==> src/rtl/arm_pkg.sv <==
`default_nettype none
// ============================================================================
//  Module      : arm_pkg
//  Description : Shared fetch-path definitions: default widths, PC stride,
//                NOP encoding and the fetch-buffer entry layout.
//  Revision    : 1.0  initial release
// ============================================================================
package arm_pkg;

    localparam int unsigned ADDR_W  = 32;
    localparam int unsigned INSTR_W = 32;

    // Fixed 32-bit instruction stride.
    localparam int unsigned PC_INC  = 4;

    // Value presented to decode whenever the fetch buffer is empty.
    localparam logic [31:0] NOP_INSTR = 32'h0000_0000;

    // One fetch-buffer entry.
    // The instruction sits in the upper bits and the return address (pc+4)
    // sits in the lower bits, so a packed {instr, pc_plus4} vector has this
    // same layout.
    typedef struct packed {
        logic [INSTR_W-1:0] instr;
        logic [ADDR_W-1:0]  pc_plus4;
    } fetch_entry_t;

endpackage : arm_pkg
`default_nettype wire

==> src/rtl/if_instr_fifo.sv <==
`default_nettype none
// ============================================================================
//  Module      : if_instr_fifo
//  Description : Synchronous circular fetch buffer with push, pop and flush.
//                A push and a pop in the same cycle are both honoured even
//                when the buffer is full. In that case the freed head slot
//                takes the new word and the level does not change.
//  Ports       : clk      - clock, rising edge
//                rst_n    - synchronous active-low reset (empties buffer)
//                push_i   - write wdata_i at tail
//                pop_i    - retire head entry
//                flush_i  - discard all entries (overrides push/pop)
//                wdata_i  - entry to write
//                rdata_o  - head entry (registered storage)
//                valid_o  - buffer non-empty
//                full_o   - buffer holds DEPTH entries
//                level_o  - current occupancy
//  Revision    : 1.0  initial release
// ============================================================================
module if_instr_fifo
    import arm_pkg::*;
#(
    parameter int unsigned DEPTH = 2,
    parameter int unsigned WIDTH = $bits(fetch_entry_t)
) (
    input  logic                     clk,
    input  logic                     rst_n,
    input  logic                     push_i,
    input  logic                     pop_i,
    input  logic                     flush_i,
    input  logic [WIDTH-1:0]         wdata_i,
    output logic [WIDTH-1:0]         rdata_o,
    output logic                     valid_o,
    output logic                     full_o,
    output logic [$clog2(DEPTH):0]   level_o
);

    localparam int unsigned PTR_W = $clog2(DEPTH);
    localparam int unsigned LVL_W = PTR_W + 1;

    logic [WIDTH-1:0] mem_q [DEPTH];
    logic [PTR_W-1:0] rd_ptr_q;
    logic [PTR_W-1:0] wr_ptr_q;
    logic [LVL_W-1:0] level_q;

    logic             w_push;
    logic             w_pop;
    logic             w_empty;

    assign w_empty = (level_q == '0);
    assign full_o  = (level_q == LVL_W'(DEPTH));
    assign valid_o = ~w_empty;
    assign level_o = level_q;
    assign rdata_o = mem_q[rd_ptr_q];

    // Qualify the requests here so that the buffer state cannot be
    // corrupted by an over- or under-run.
    // A write into a full buffer is legal only while the head is leaving.
    assign w_pop  = pop_i & ~w_empty;
    assign w_push = push_i & (~full_o | w_pop);

    // Pointers and level. DEPTH is a power of two, so the pointers wrap
    // naturally.
    always_ff @(posedge clk) begin
        if (!rst_n) begin
            rd_ptr_q <= '0;
            wr_ptr_q <= '0;
            level_q  <= '0;
        end else if (flush_i) begin
            rd_ptr_q <= '0;
            wr_ptr_q <= '0;
            level_q  <= '0;
        end else begin
            if (w_push) begin
                wr_ptr_q <= wr_ptr_q + PTR_W'(1);
            end
            if (w_pop) begin
                rd_ptr_q <= rd_ptr_q + PTR_W'(1);
            end
            unique case ({w_push, w_pop})
                2'b10:   level_q <= level_q + LVL_W'(1);
                2'b01:   level_q <= level_q - LVL_W'(1);
                default: level_q <= level_q;
            endcase
        end
    end

    // The storage is not reset. Stale contents are never observable,
    // because visibility is controlled entirely by level_q.
    always_ff @(posedge clk) begin
        if (rst_n && !flush_i && w_push) begin
            mem_q[wr_ptr_q] <= wdata_i;
        end
    end

endmodule : if_instr_fifo
`default_nettype wire

==> src/rtl/if_fetch_unit.sv <==
`default_nettype none
// ============================================================================
//  Module      : if_fetch_unit
//  Description : Fetch stage front end.
//                - Owns the PC and presents it to a combinational
//                  instruction memory.
//                - Buffers each returned word together with pc+4 in
//                  if_instr_fifo.
//                - Hands buffered words to decode with a valid/ready
//                  handshake.
//                - A taken branch flushes the buffer and redirects the PC.
//  Options     : IF_PERF_CNT_EN - when defined, adds the saturating
//                perf_stall_cnt / perf_flush_cnt outputs.
//  Ports       : clk, rst_n     - clock / synchronous active-low reset
//                imem_addr      - current PC (word aligned)
//                imem_instr     - word returned for imem_addr, same cycle
//                branch_taken   - redirect request (highest priority)
//                branch_addr    - redirect target, bits [1:0] ignored
//                id_valid       - head entry valid
//                id_ready       - decode accepts head
//                id_instr       - head instruction (0 when invalid)
//                id_pc          - head pc+4 (0 when invalid)
//                fifo_level     - buffer occupancy
//                perf_stall_cnt - cycles full, not popping, no branch
//                perf_flush_cnt - branch cycles that discarded entries
//  Revision    : 1.0  initial release
// ============================================================================
module if_fetch_unit
    import arm_pkg::*;
#(
    parameter int unsigned        ADDR_W     = arm_pkg::ADDR_W,
    parameter int unsigned        INSTR_W    = arm_pkg::INSTR_W,
    parameter logic [ADDR_W-1:0]  RESET_PC   = '0,
    parameter int unsigned        FIFO_DEPTH = 2
) (
    input  logic                          clk,
    input  logic                          rst_n,
    output logic [ADDR_W-1:0]             imem_addr,
    input  logic [INSTR_W-1:0]            imem_instr,
    input  logic                          branch_taken,
    input  logic [ADDR_W-1:0]             branch_addr,
    output logic                          id_valid,
    input  logic                          id_ready,
    output logic [INSTR_W-1:0]            id_instr,
    output logic [ADDR_W-1:0]             id_pc,
    output logic [$clog2(FIFO_DEPTH):0]   fifo_level
`ifdef IF_PERF_CNT_EN
    ,
    output logic [31:0]                   perf_stall_cnt,
    output logic [31:0]                   perf_flush_cnt
`endif
);

    localparam int unsigned       ENTRY_W      = INSTR_W + ADDR_W;
    localparam logic [ADDR_W-1:0] RESET_PC_ALN = {RESET_PC[ADDR_W-1:2], 2'b00};

    logic [ADDR_W-1:0]  pc_q;
    logic [ADDR_W-1:0]  pc_d;
    logic [ADDR_W-1:0]  pc_plus4;
    logic [ADDR_W-1:0]  branch_tgt;

    logic               push;
    logic               pop;
    logic               fifo_valid;
    logic               fifo_full;
    logic [ENTRY_W-1:0] fifo_wdata;
    logic [ENTRY_W-1:0] fifo_head;

    // The target is always word aligned, so the two low bits of
    // branch_addr carry no information.
    logic [1:0]         unused_branch_lsbs;
    assign unused_branch_lsbs = branch_addr[1:0];

    assign branch_tgt = {branch_addr[ADDR_W-1:2], 2'b00};
    assign pc_plus4   = pc_q + ADDR_W'(PC_INC);
    assign imem_addr  = pc_q;

    // Decode handshake and fetch acceptance.
    // A branch blocks the fetch, so the word on imem_instr in that cycle is
    // dropped.
    assign pop  = fifo_valid & id_ready;
    assign push = ~branch_taken & (~fifo_full | pop);

    // Next PC. A branch wins over advancing.
    // Without a push the PC holds, so the same address is presented again
    // in the next cycle.
    always_comb begin
        pc_d = pc_q;
        if (branch_taken) begin
            pc_d = branch_tgt;
        end else if (push) begin
            pc_d = pc_plus4;
        end
    end

    always_ff @(posedge clk) begin
        if (!rst_n) begin
            pc_q <= RESET_PC_ALN;
        end else begin
            pc_q <= pc_d;
        end
    end

    assign fifo_wdata = {imem_instr, pc_plus4};

    if_instr_fifo #(
        .DEPTH (FIFO_DEPTH),
        .WIDTH (ENTRY_W)
    ) u_fifo (
        .clk     (clk),
        .rst_n   (rst_n),
        .push_i  (push),
        .pop_i   (pop & ~branch_taken),
        .flush_i (branch_taken),
        .wdata_i (fifo_wdata),
        .rdata_o (fifo_head),
        .valid_o (fifo_valid),
        .full_o  (fifo_full),
        .level_o (fifo_level)
    );

    // Gate the head so that decode sees zeros while the buffer is empty.
    assign id_valid = fifo_valid;
    assign id_instr = fifo_valid ? fifo_head[ADDR_W +: INSTR_W] : INSTR_W'(NOP_INSTR);
    assign id_pc    = fifo_valid ? fifo_head[ADDR_W-1:0]        : '0;

`ifdef IF_PERF_CNT_EN
    logic [31:0] stall_cnt_q;
    logic [31:0] flush_cnt_q;
    logic        stall_evt;
    logic        flush_evt;

    assign stall_evt = fifo_full & ~pop & ~branch_taken;
    assign flush_evt = branch_taken & (fifo_level != '0);

    // Both counters stop at all-ones instead of wrapping.
    always_ff @(posedge clk) begin
        if (!rst_n) begin
            stall_cnt_q <= '0;
            flush_cnt_q <= '0;
        end else begin
            if (stall_evt && (stall_cnt_q != '1)) begin
                stall_cnt_q <= stall_cnt_q + 32'd1;
            end
            if (flush_evt && (flush_cnt_q != '1)) begin
                flush_cnt_q <= flush_cnt_q + 32'd1;
            end
        end
    end

    assign perf_stall_cnt = stall_cnt_q;
    assign perf_flush_cnt = flush_cnt_q;
`endif

endmodule : if_fetch_unit
`default_nettype wire

==> config.mk <==
export PLATFORM = sky130hd
export DESIGN_NAME = if_fetch_unit
export DESIGN_NICKNAME = d
export VERILOG_FILES = /design/src/rtl/arm_pkg.sv /design/src/rtl/if_instr_fifo.sv /design/src/rtl/if_fetch_unit.sv
export SDC_FILE = /design/constraint.sdc
export NUM_CORES = 1
export LEC_CHECK = 0
export CELL_PAD_IN_SITES_DETAIL_PLACEMENT = 0
export CELL_PAD_IN_SITES_GLOBAL_PLACEMENT = 1
export CORE_ASPECT_RATIO = 0.7
export CORE_UTILIZATION = 43
export CTS_CLUSTER_DIAMETER = 150
export CTS_CLUSTER_SIZE = 25
export DETAILED_ROUTE_END_ITERATION = 10
export MAX_ROUTING_LAYER = met4
export PLACE_DENSITY_LB_ADDON = 0.1
export REMOVE_ABC_BUFFERS = 1
export SETUP_SLACK_MARGIN = 0.3
export SLEW_MARGIN = 20
export SYNTH_ARGS = -nofsm -noshare
export SYNTH_HDL_FRONTEND = slang
export SYNTH_SLANG_ARGS = --single-unit
==> constraint.sdc <==
create_clock -name clk -period 11.5 [get_ports clk]
set_clock_uncertainty 0.15 [all_clocks]
set_input_delay 2.3 -clock clk [delete_from_list [all_inputs] [get_ports clk]]
set_output_delay 2.3 -clock clk [all_outputs]
set_load 0.005 [all_outputs]
Word-level counts from Yosys, hierarchy flattened
Memories as Yosys holds them, arrays and structs flattened. A register that Yosys moved wholly into a read port is not among the register bits. Index checks and enable logic that the tools add are counted.

Output and inout port bits: 99. RAM bits: 128. Flip-flop bits (word level): 36. Bits of input ports: 68. Memories: 1. Word-level logic and storage cells: 41.

Memories: u_fifo.mem_q (depth 2, width 64, read ports 1, clocked after memory_dff 1, wr ports 1, RTL line if_instr_fifo.sv:41) `logic [WIDTH-1:0] mem_q [DEPTH];`.

Reduce and logical (&&, ||, !) cells: 7. Equal/unequal tests: 3. Mux-type cells: 9. $add $sub $neg: 5. Bitwise logic cells: 11.

Operators by type and width (number): 32-bit two-way mux (4); 32-bit by 3-bit adder with 32-bit output (second input constant) (1); 1-bit AND (5); 2-bit equality test (second input constant) (2); 1-bit two-way mux (4); 1-bit inverter (4); 2-bit case mux with 2 select lines (1); 2-bit nonzero test (2); 1-bit adder (second input constant) (2); 2-bit by 1-bit adder with 2-bit output (second input constant) (1); 2-bit by 1-bit equality test with 1-bit output (second input constant) (1); 1-bit logical AND (2); 2-bit zero test (1); 1-bit bitwise OR (2); 2-bit OR reduction (1); 2-bit by 1-bit subtractor with 2-bit output (second input constant) (1); 1-bit zero test (1).

Depth between registers and ports, before layout
Gate-level depths: netlist of the first run.

Depth in word-level cells: 10. Gate-level depth with buffers: 9. Gate-level depth less buffers: 6.

By module
A second synthesis of the first run with hierarchy kept.

Cell total of the unflattened synthesis: 610. Area total of the unflattened synthesis: 8016.4 µm².

By module, submodules not included: if_instr_fifo (cells each 230, area an instance 5183.7 µm², sequential area each 3943.8 µm², instances 1); if_fetch_unit (cells each 380, area an instance 2832.7 µm², sequential area each 600.6 µm², instances 1).

Worst setup path before layout of the first run
No wires, ideal clock.

Path type: input -> register. Start: in id_ready. End: mem u_fifo.mem_q[0][10] in the netlist's numbering (enable). Cell stages on the path: 5. Path buffers: 2. Required time: 10792 ps. Arrival time: 7288 ps. Setup time: 558 ps. Setup slack: 3504 ps. Path through: nor2b_1 > clkbuf_1 > nor2_1 > clkbuf_1 > nor3_1.

Cells in the longest elaborated chain, start to end: 8. Elaborated cells on any way between the ends: 10. Classes of those cells: mux: 2; bitwise: 7; reduce/logical: 1.

RTL lines: start: declaration (RTL line if_fetch_unit.sv:43) `input logic id_ready,`; 1-bit AND (*) (RTL line if_fetch_unit.sv:81) `assign pop = fifo_valid & id_ready;`; 1-bit AND (RTL line if_fetch_unit.sv:113) `.pop_i (pop & ~branch_taken),`; 1-bit AND (RTL line if_instr_fifo.sv:59) `assign w_pop = pop_i & ~w_empty;`; 1-bit bitwise OR (RTL line if_instr_fifo.sv:60) `assign w_push = push_i & (~full_o | w_pop);`; 1-bit AND (*) (RTL line if_instr_fifo.sv:60); 1-bit logical AND (*) (RTL line if_instr_fifo.sv:91) `if (rst_n && !flush_i && w_push) begin`; 1-bit two-way mux (*) (RTL line if_instr_fifo.sv:91); 1-bit two-way mux (not written as such) (*) (RTL line if_instr_fifo.sv:92) `mem_q[wr_ptr_q] <= wdata_i;`; end: declaration (RTL line if_instr_fifo.sv:41).

Mark *: on every way between the ends. The rest lies on a longest branch, timed or not.

Worst setup path in the final report of the first run
Start: in rst_n. End: mem u_fifo.mem_q[1][30] in the netlist's numbering (enable).

Cells in the longest elaborated chain, start to end: 4.

RTL lines: start: declaration (RTL line if_fetch_unit.sv:37) `input logic rst_n,`; 1-bit logical AND (2 in series) (RTL line if_instr_fifo.sv:91); 1-bit two-way mux (RTL line if_instr_fifo.sv:91); 1-bit two-way mux (not written as such) (RTL line if_instr_fifo.sv:92).

Every way passes these cells.

==> results of run 1 <==
critical path, stage by stage:
cell and delay, ns:
sky130_fd_sc_hd__clkdlybuf4s50_1 0.46, sky130_fd_sc_hd__buf_4 0.31, sky130_fd_sc_hd__nand2b_1 0.33, sky130_fd_sc_hd__a21oi_1 0.47
sky130_fd_sc_hd__and2_2 0.69, sky130_fd_sc_hd__buf_4 0.63
layout by cell type, fill, tap and decap left out, types with 3 or more instances in the layout:
cell type,count
sky130_fd_sc_hd__or4_1,7
sky130_fd_sc_hd__clkbuf_16,17
sky130_fd_sc_hd__a21oi_1,15
sky130_fd_sc_hd__a211oi_1,6
sky130_fd_sc_hd__o31ai_1,5
sky130_fd_sc_hd__mux2i_1,62
sky130_fd_sc_hd__nor4_1,3
sky130_fd_sc_hd__inv_1,10
sky130_fd_sc_hd__nand2_1,27
sky130_fd_sc_hd__conb_1,4
sky130_fd_sc_hd__clkinv_4,3
sky130_fd_sc_hd__and4_1,6
sky130_fd_sc_hd__clkinvlp_4,3
sky130_fd_sc_hd__o21ai_0,28
sky130_fd_sc_hd__nor3_1,14
sky130_fd_sc_hd__a311oi_1,7
sky130_fd_sc_hd__a31oi_1,11
sky130_fd_sc_hd__xnor2_1,26
sky130_fd_sc_hd__nor2_1,84
sky130_fd_sc_hd__a2111oi_0,4
sky130_fd_sc_hd__nor2b_1,6
sky130_fd_sc_hd__nand4_1,14
sky130_fd_sc_hd__or3_1,6
sky130_fd_sc_hd__nand3_1,10
sky130_fd_sc_hd__dfxtp_1,34
sky130_fd_sc_hd__a221o_1,3
sky130_fd_sc_hd__clkinv_2,3
sky130_fd_sc_hd__inv_6,4
sky130_fd_sc_hd__clkdlybuf4s50_1,160
sky130_fd_sc_hd__edfxtp_1,124
sky130_fd_sc_hd__buf_4,9
sky130_fd_sc_hd__xor2_1,14
cells by family after synthesis:
| group | after synthesis | share of synthesized area, % |
|---|---|---|
| xor gates and xnor gates | 40 | 4.87 |
| muxes | 62 | 8.63 |
| adders and majority gates | 3 | 0.522 |
| buffers and inverters | 58 | 3.39 |
| other | 1 | 0.0522 |
| and+or+nand+nor | 191 | 13.0 |
| AOI/OAI and AO/OA | 88 | 8.04 |
| DFF | 159 | 61.5 |
layout make-up:
class	count	area [um2]
Clock buffer	17	425
Clock inverter	15	114
Fill cell	1405	6820
Inverter	11	41.3
Multi-Input combinational cell	388	2540
Sequential cell	159	4430
Tap cell	225	282
Timing Repair Buffer	170	1700
power groups by stage:
stage | combinational, mW | clock, mW | sequential, mW
6_report | 0.156 | 0.516 | 0.669
3_5_place_dp | 0.156 | 0 | 0.681
4_1_cts | 0.157 | 0.527 | 0.669
2_1_floorplan | 0.0616 | 0 | 0.679
3_3_place_gp | 0.151 | 0 | 0.682
5_1_grt | 0.170 | 0.553 | 0.672
per-layer routing:
metal,vias up,wire (um),GRT usage [%]
met5,-,0,-
li1,2518,-,-
met1,2639,8830,31.1
met2,191,8080,31.6
met3,9,1130,5.04
met4,0,126,5.95
path summary, 6_finish.rpt:
path | startpoint | endpoint | slack (ns)
setup / recovery | rst_n | u_fifo.mem_q[1][30] | 6.19
hold / removal | u_fifo.rd_ptr_q | u_fifo.rd_ptr_q | 0.37
setup reg to reg | u_fifo.level_o[0] | u_fifo.mem_q[1][30] | 7.42
hold reg to reg | u_fifo.rd_ptr_q | u_fifo.rd_ptr_q | 0.37
sequential cells by signal, indices dropped and copies added (netlist names), named ones only:
name and count:
u_fifo.wr_ptr_q 1, u_fifo.level_o 2, u_fifo.rd_ptr_q 1, imem_addr 30, u_fifo.mem_q 124
==> flow_metrics.tcl, run 1 <==
set metrics [dict create \
    syn_avg_cell_area_um2 11.9 \
    drv.max_cap_violation_count 0 \
    h-tree-depth 4 \
    layout.nets 818 \
    report.final.slew_viol_count 0 \
    p_switching_uw 331 \
    critical_path_endpoint_category "register" \
    clkSinkCount 159 \
    detailed_placement_hpwl_um 11700 \
    cell_internal_pwr_mw 1.01 \
    numPortBuffers 160 \
    syn-instance-count 602 \
    period_share_pct 46.2 \
    yosys-top-cells-area "sky130_fd_sc_hd__edfxtp_1, sky130_fd_sc_hd__dfxtp_1, sky130_fd_sc_hd__mux2i_1, sky130_fd_sc_hd__nor2_1, sky130_fd_sc_hd__xnor2_1" \
    grt_antenna_before_repair 0 \
    chipHeight_um 110 \
    hold_path_depth 2 \
    worst_setup_path_start_kind "input port" \
    synth_top_area_cell "sky130_fd_sc_hd__edfxtp_1" \
    timing.final.ws_setup_ns 6.19 \
    core_region_area_um2 16300 \
    sw_ratio_pct 24.7 \
    grt_max_degree 66 \
    min_path_type "reg2reg" \
    seq_power_share_pct 49.9 \
    antenna_cells_inserted 0 \
    power.static_leakage_nw 3.08 \
    power_density_nw_per_um2 141 \
    boundaryPins 167 \
    synth_enable_flop_cells 124 \
    postRouteWirelength_um 18200 \
    drt_first_iter_violations 456 \
    final-instance-count-excl-fill 985 \
    global_route_wire_length_before_repair_um 27000 \
    vdd_ir_drop_max_mv 0.106 \
    area_delta_synth_final_pct 32.6 \
    total_clock_buffers_created_by_cts 17 \
    rsz0062_at_grt "no" \
    place_ws_ns 5.80 \
    postCtsResizedCells 0 \
    synth_ff_type "sky130_fd_sc_hd__edfxtp_1" \
    route.detailed.wl_per_inst_um 18.4 \
    max_buffers_root_to_sink 2 \
    crit_arrival_ns 5.22 \
    final_util_pct 58.3 \
    post_cts_buffers 0 \
    synth.most_common_cell "sky130_fd_sc_hd__edfxtp_1" \
    fin_crit_ns 5.31 \
    start_util_pct 44.0 \
    path_clk_slew_ns 0.06 \
    hold_bufs_at_cts 0 \
    seq_area_frac_synth_pct 61.5 \
    power.combinational.fraction_pct 11.6 \
    post_route_cells_drive_above_1_share_pct 6.97 \
    yosys_warnings 0 \
    reg2regPathDepth 7 \
    design_power_total_mw 1.34 \
    yosys-top-cells-count "sky130_fd_sc_hd__edfxtp_1, sky130_fd_sc_hd__nor2_1, sky130_fd_sc_hd__mux2i_1, sky130_fd_sc_hd__dfxtp_1, sky130_fd_sc_hd__clkbuf_1" \
    clk_latency_ns 0.42 \
    postSynth.asyncResetShare_pct 0 \
    die_x_um 157 \
    required_arrival_time_at_the_worst_endpoint_ns 11.41 \
    design_area_um2 9530 \
    cp_max_fo 43 \
    tightestPinTransition_ns 1.06 \
    die-area_um2 17300 \
    hold_viol 0 \
    ys_ff_latch 159 \
    numPlacedInstances 953 \
    setup_tns_ns 0 \
    first_global_vias 4999 \
    max-slew-margin-rel_pct 28.9 \
    postRouteAntennaNets 0 \
    netlist_area_um2 7190 \
    clkPwrFrac_pct 38.5 \
    synthDominantCellAreaShare_pct 51.8 \
    max_freq_mhz 188 \
    path_class "in2reg" \
    synth.lib_cells_used.distinct 48 \
    postPlaceCellArea_um2 8990 \
    cell_row_count 39 \
    grt.total_usage_pct 22.0 \
    drt_pre_antenna_iters 4 \
    tritoncts "built" \
    num_vias 5357 \
    hold_slack_ns 0.374 \
    route.detailed.vias_per_inst 5.44 \
    grt.overflow.total 0 \
    post-route-drc-count 0 \
    routabilityCongestion 0.850 \
    cts.root.buffer_cell "sky130_fd_sc_hd__clkbuf_16" \
    setup-violations-final 0 \
    status "complete, no violations" \
]
Power figures use the tool's default switching activity.
==> run 2, diff against run 1 <==
--- a/config.mk
+++ b/config.mk
@@ -8,7 +8,7 @@
 export CELL_PAD_IN_SITES_DETAIL_PLACEMENT = 0
 export CELL_PAD_IN_SITES_GLOBAL_PLACEMENT = 1
 export CORE_ASPECT_RATIO = 0.7
-export CORE_UTILIZATION = 43
+export CORE_UTILIZATION = 40
 export CTS_CLUSTER_DIAMETER = 150
 export CTS_CLUSTER_SIZE = 25
 export DETAILED_ROUTE_END_ITERATION = 10
==> constraint.sdc (replaced) <==
create_clock -name clk -period 5.5 [get_ports clk]
set_clock_uncertainty 0.15 [all_clocks]
set_input_delay 1.1 -clock clk [delete_from_list [all_inputs] [get_ports clk]]
set_output_delay 1.1 -clock clk [all_outputs]
set_load 0.005 [all_outputs]
==> flow_metrics.tcl, run 2 (synthesis results as in run 1) <==
set metrics [dict create \
    cell_row_count 40 \
    routabilityCongestion 0.884 \
    final_cell_mix "sky130_fd_sc_hd__clkdlybuf4s50_1, sky130_fd_sc_hd__edfxtp_1, sky130_fd_sc_hd__nor2_1, sky130_fd_sc_hd__mux2i_1, sky130_fd_sc_hd__dfxtp_1" \
    clk_latency_ns 0.43 \
    cts.root.buffer_cell "sky130_fd_sc_hd__clkbuf_16" \
    p_switching_uw 690 \
    route.detailed.wl_per_inst_um 18.0 \
    chipHeight_um 114 \
    postRouteAntennaNets 0 \
    grt.overflow.total 0 \
    status "complete, no violations" \
    max_buffers_root_to_sink 2 \
    tritoncts "built" \
    total_clock_buffers_created_by_cts 17 \
    fin_crit_ns 3.74 \
    grt_max_degree 63 \
    cp_slowest_stage_delay_ns 0.51 \
    power_density_nw_per_um2 297 \
    rsz0062_at_grt "no" \
    first_global_vias 5137 \
    grt_antenna_before_repair 0 \
    worst_setup_path_start_kind "register" \
    hold_bufs_at_cts 0 \
    drt_first_iter_violations 348 \
    hold_slack_ns 0.376 \
    drv.max_cap_violation_count 0 \
    power.static_leakage_nw 3.11 \
    min_path_type "reg2reg" \
    post_route_cells_drive_above_1_share_pct 7.21 \
    max-slew-margin-rel_pct 41.3 \
    hold_viol 0 \
    crit_chain "inv_1 > ha_2 > buf_4 > nor2_1 > clkdlybuf4s50_1" \
    numPortBuffers 160 \
    area_delta_synth_final_pct 33.4 \
    num_vias 5269 \
    power.combinational.fraction_pct 11.5 \
    boundaryPins 167 \
    vdd_ir_drop_max_mv 0.178 \
    path_class "reg2out" \
    critical_path_endpoint_category "output port" \
    seq_power_share_pct 49.1 \
    die-area_um2 18500 \
    post-route-drc-count 0 \
    cell_internal_pwr_mw 2.16 \
    layout.filler_cells 1480 \
    postRouteWirelength_um 17900 \
    grt.total_usage_pct 20.6 \
    postCtsResizedCells 0 \
    path_clk_slew_ns 0.06 \
    crit_arrival_ns 2.49 \
    registers.top_by_ff_count "u_fifo.mem_q" \
    required_arrival_time_at_the_worst_endpoint_ns 4.25 \
    tightestPinTransition_ns 0.877 \
    clkSinkCount 159 \
    largest_register_ffs 124 \
    setup-violations-final 0 \
    ff_latch_area_um2 4430 \
    post_cts_buffers 0 \
    global_route_wire_length_before_repair_um 27800 \
    core_region_area_um2 17400 \
    multiInputGateArea_um2 2540 \
    start_util_pct 41.4 \
    layout.nets 821 \
    drt_pre_antenna_iters 4 \
    die_x_um 162 \
    final_util_pct 55.2 \
    cp_slowest_cell "sky130_fd_sc_hd__buf_4" \
    route.detailed.vias_per_inst 5.30 \
    detailed_placement_hpwl_um 11900 \
    clkPwrFrac_pct 39.4 \
    sw_ratio_pct 24.2 \
    layout.cells.most_common "sky130_fd_sc_hd__clkdlybuf4s50_1" \
    antenna_cells_inserted 0 \
    max_freq_mhz 268 \
    cp_max_fo 47 \
    report.final.slew_viol_count 0 \
    period_share_pct 67.9 \
    h-tree-depth 4 \
]
==> run 2: cell count changes in the layout (fill, tap and decap cells not counted), sizes merged <==
cell	delta
buf	+3
bufinv	+1
inv	-1
==> run 2: worst max-delay path, delay by kind of cell, from the launching register on <==
kind	cells	cell delay, ns
simple gates	1	0.14
flops	1	0.34
buf+inv	3	1.08
fa+ha+maj	1	0.46
==> run 2: layout make-up <==
type	instances	area share, %
flip-flops and latches	159	46.2
clock inverters	15	1.41
clock buffers	17	4.43
repair buffers	173	18.1
well taps	231	3.01
inverters	11	0.430
multi-input cells	388	26.5
==> run 2: worst paths after layout <==
check                                  startpoint                   to  slack, ns  cells past startpoint
worst min register to register    u_fifo.rd_ptr_q             register       0.38                      2
worst max register to register  u_fifo.level_o[0]  u_fifo.mem_q[1][15]       2.44                      7
worst max-delay path            u_fifo.level_o[0]         id_instr[13]       1.76                      5
worst min-delay path              u_fifo.rd_ptr_q             register       0.38                      2
==> run 2: per-stage QoR <==
step	std cells	setup TNS, ns	worst slack [ns]	total power [mW]	area [um2]
floorplan	558	-92.32	-1.49	1.55	7000
global placement	961	0	1.39	1.74	9000
detailed placement	961	0	1.33	1.75	9000
CTS	993	0	1.73	2.87	9570
global route	994	0	1.62	2.95	9590
finish	994	0	1.76	2.85	9590
==> run 2: power by group through the flow <==
stage / clock (mW) / combinational (mW) / sequential (mW)
6_report: 1.12 / 0.328 / 1.40
5_1_grt: 1.19 / 0.357 / 1.40
4_1_cts: 1.14 / 0.326 / 1.40
3_5_place_dp: 0 / 0.324 / 1.43
3_3_place_gp: 0 / 0.318 / 1.43
2_1_floorplan: 0 / 0.129 / 1.42
==> run 2: routing by layer <==
metal | GRT usage [%] | wire (um) | part of all wire, %
met1 | 28.3 | 8470 | 47
met2 | 30.1 | 8140 | 45
met3 | 4.93 | 1220 | 6.8
met4 | 5.91 | 107 | 0.60
met5 | - | 0 | 0
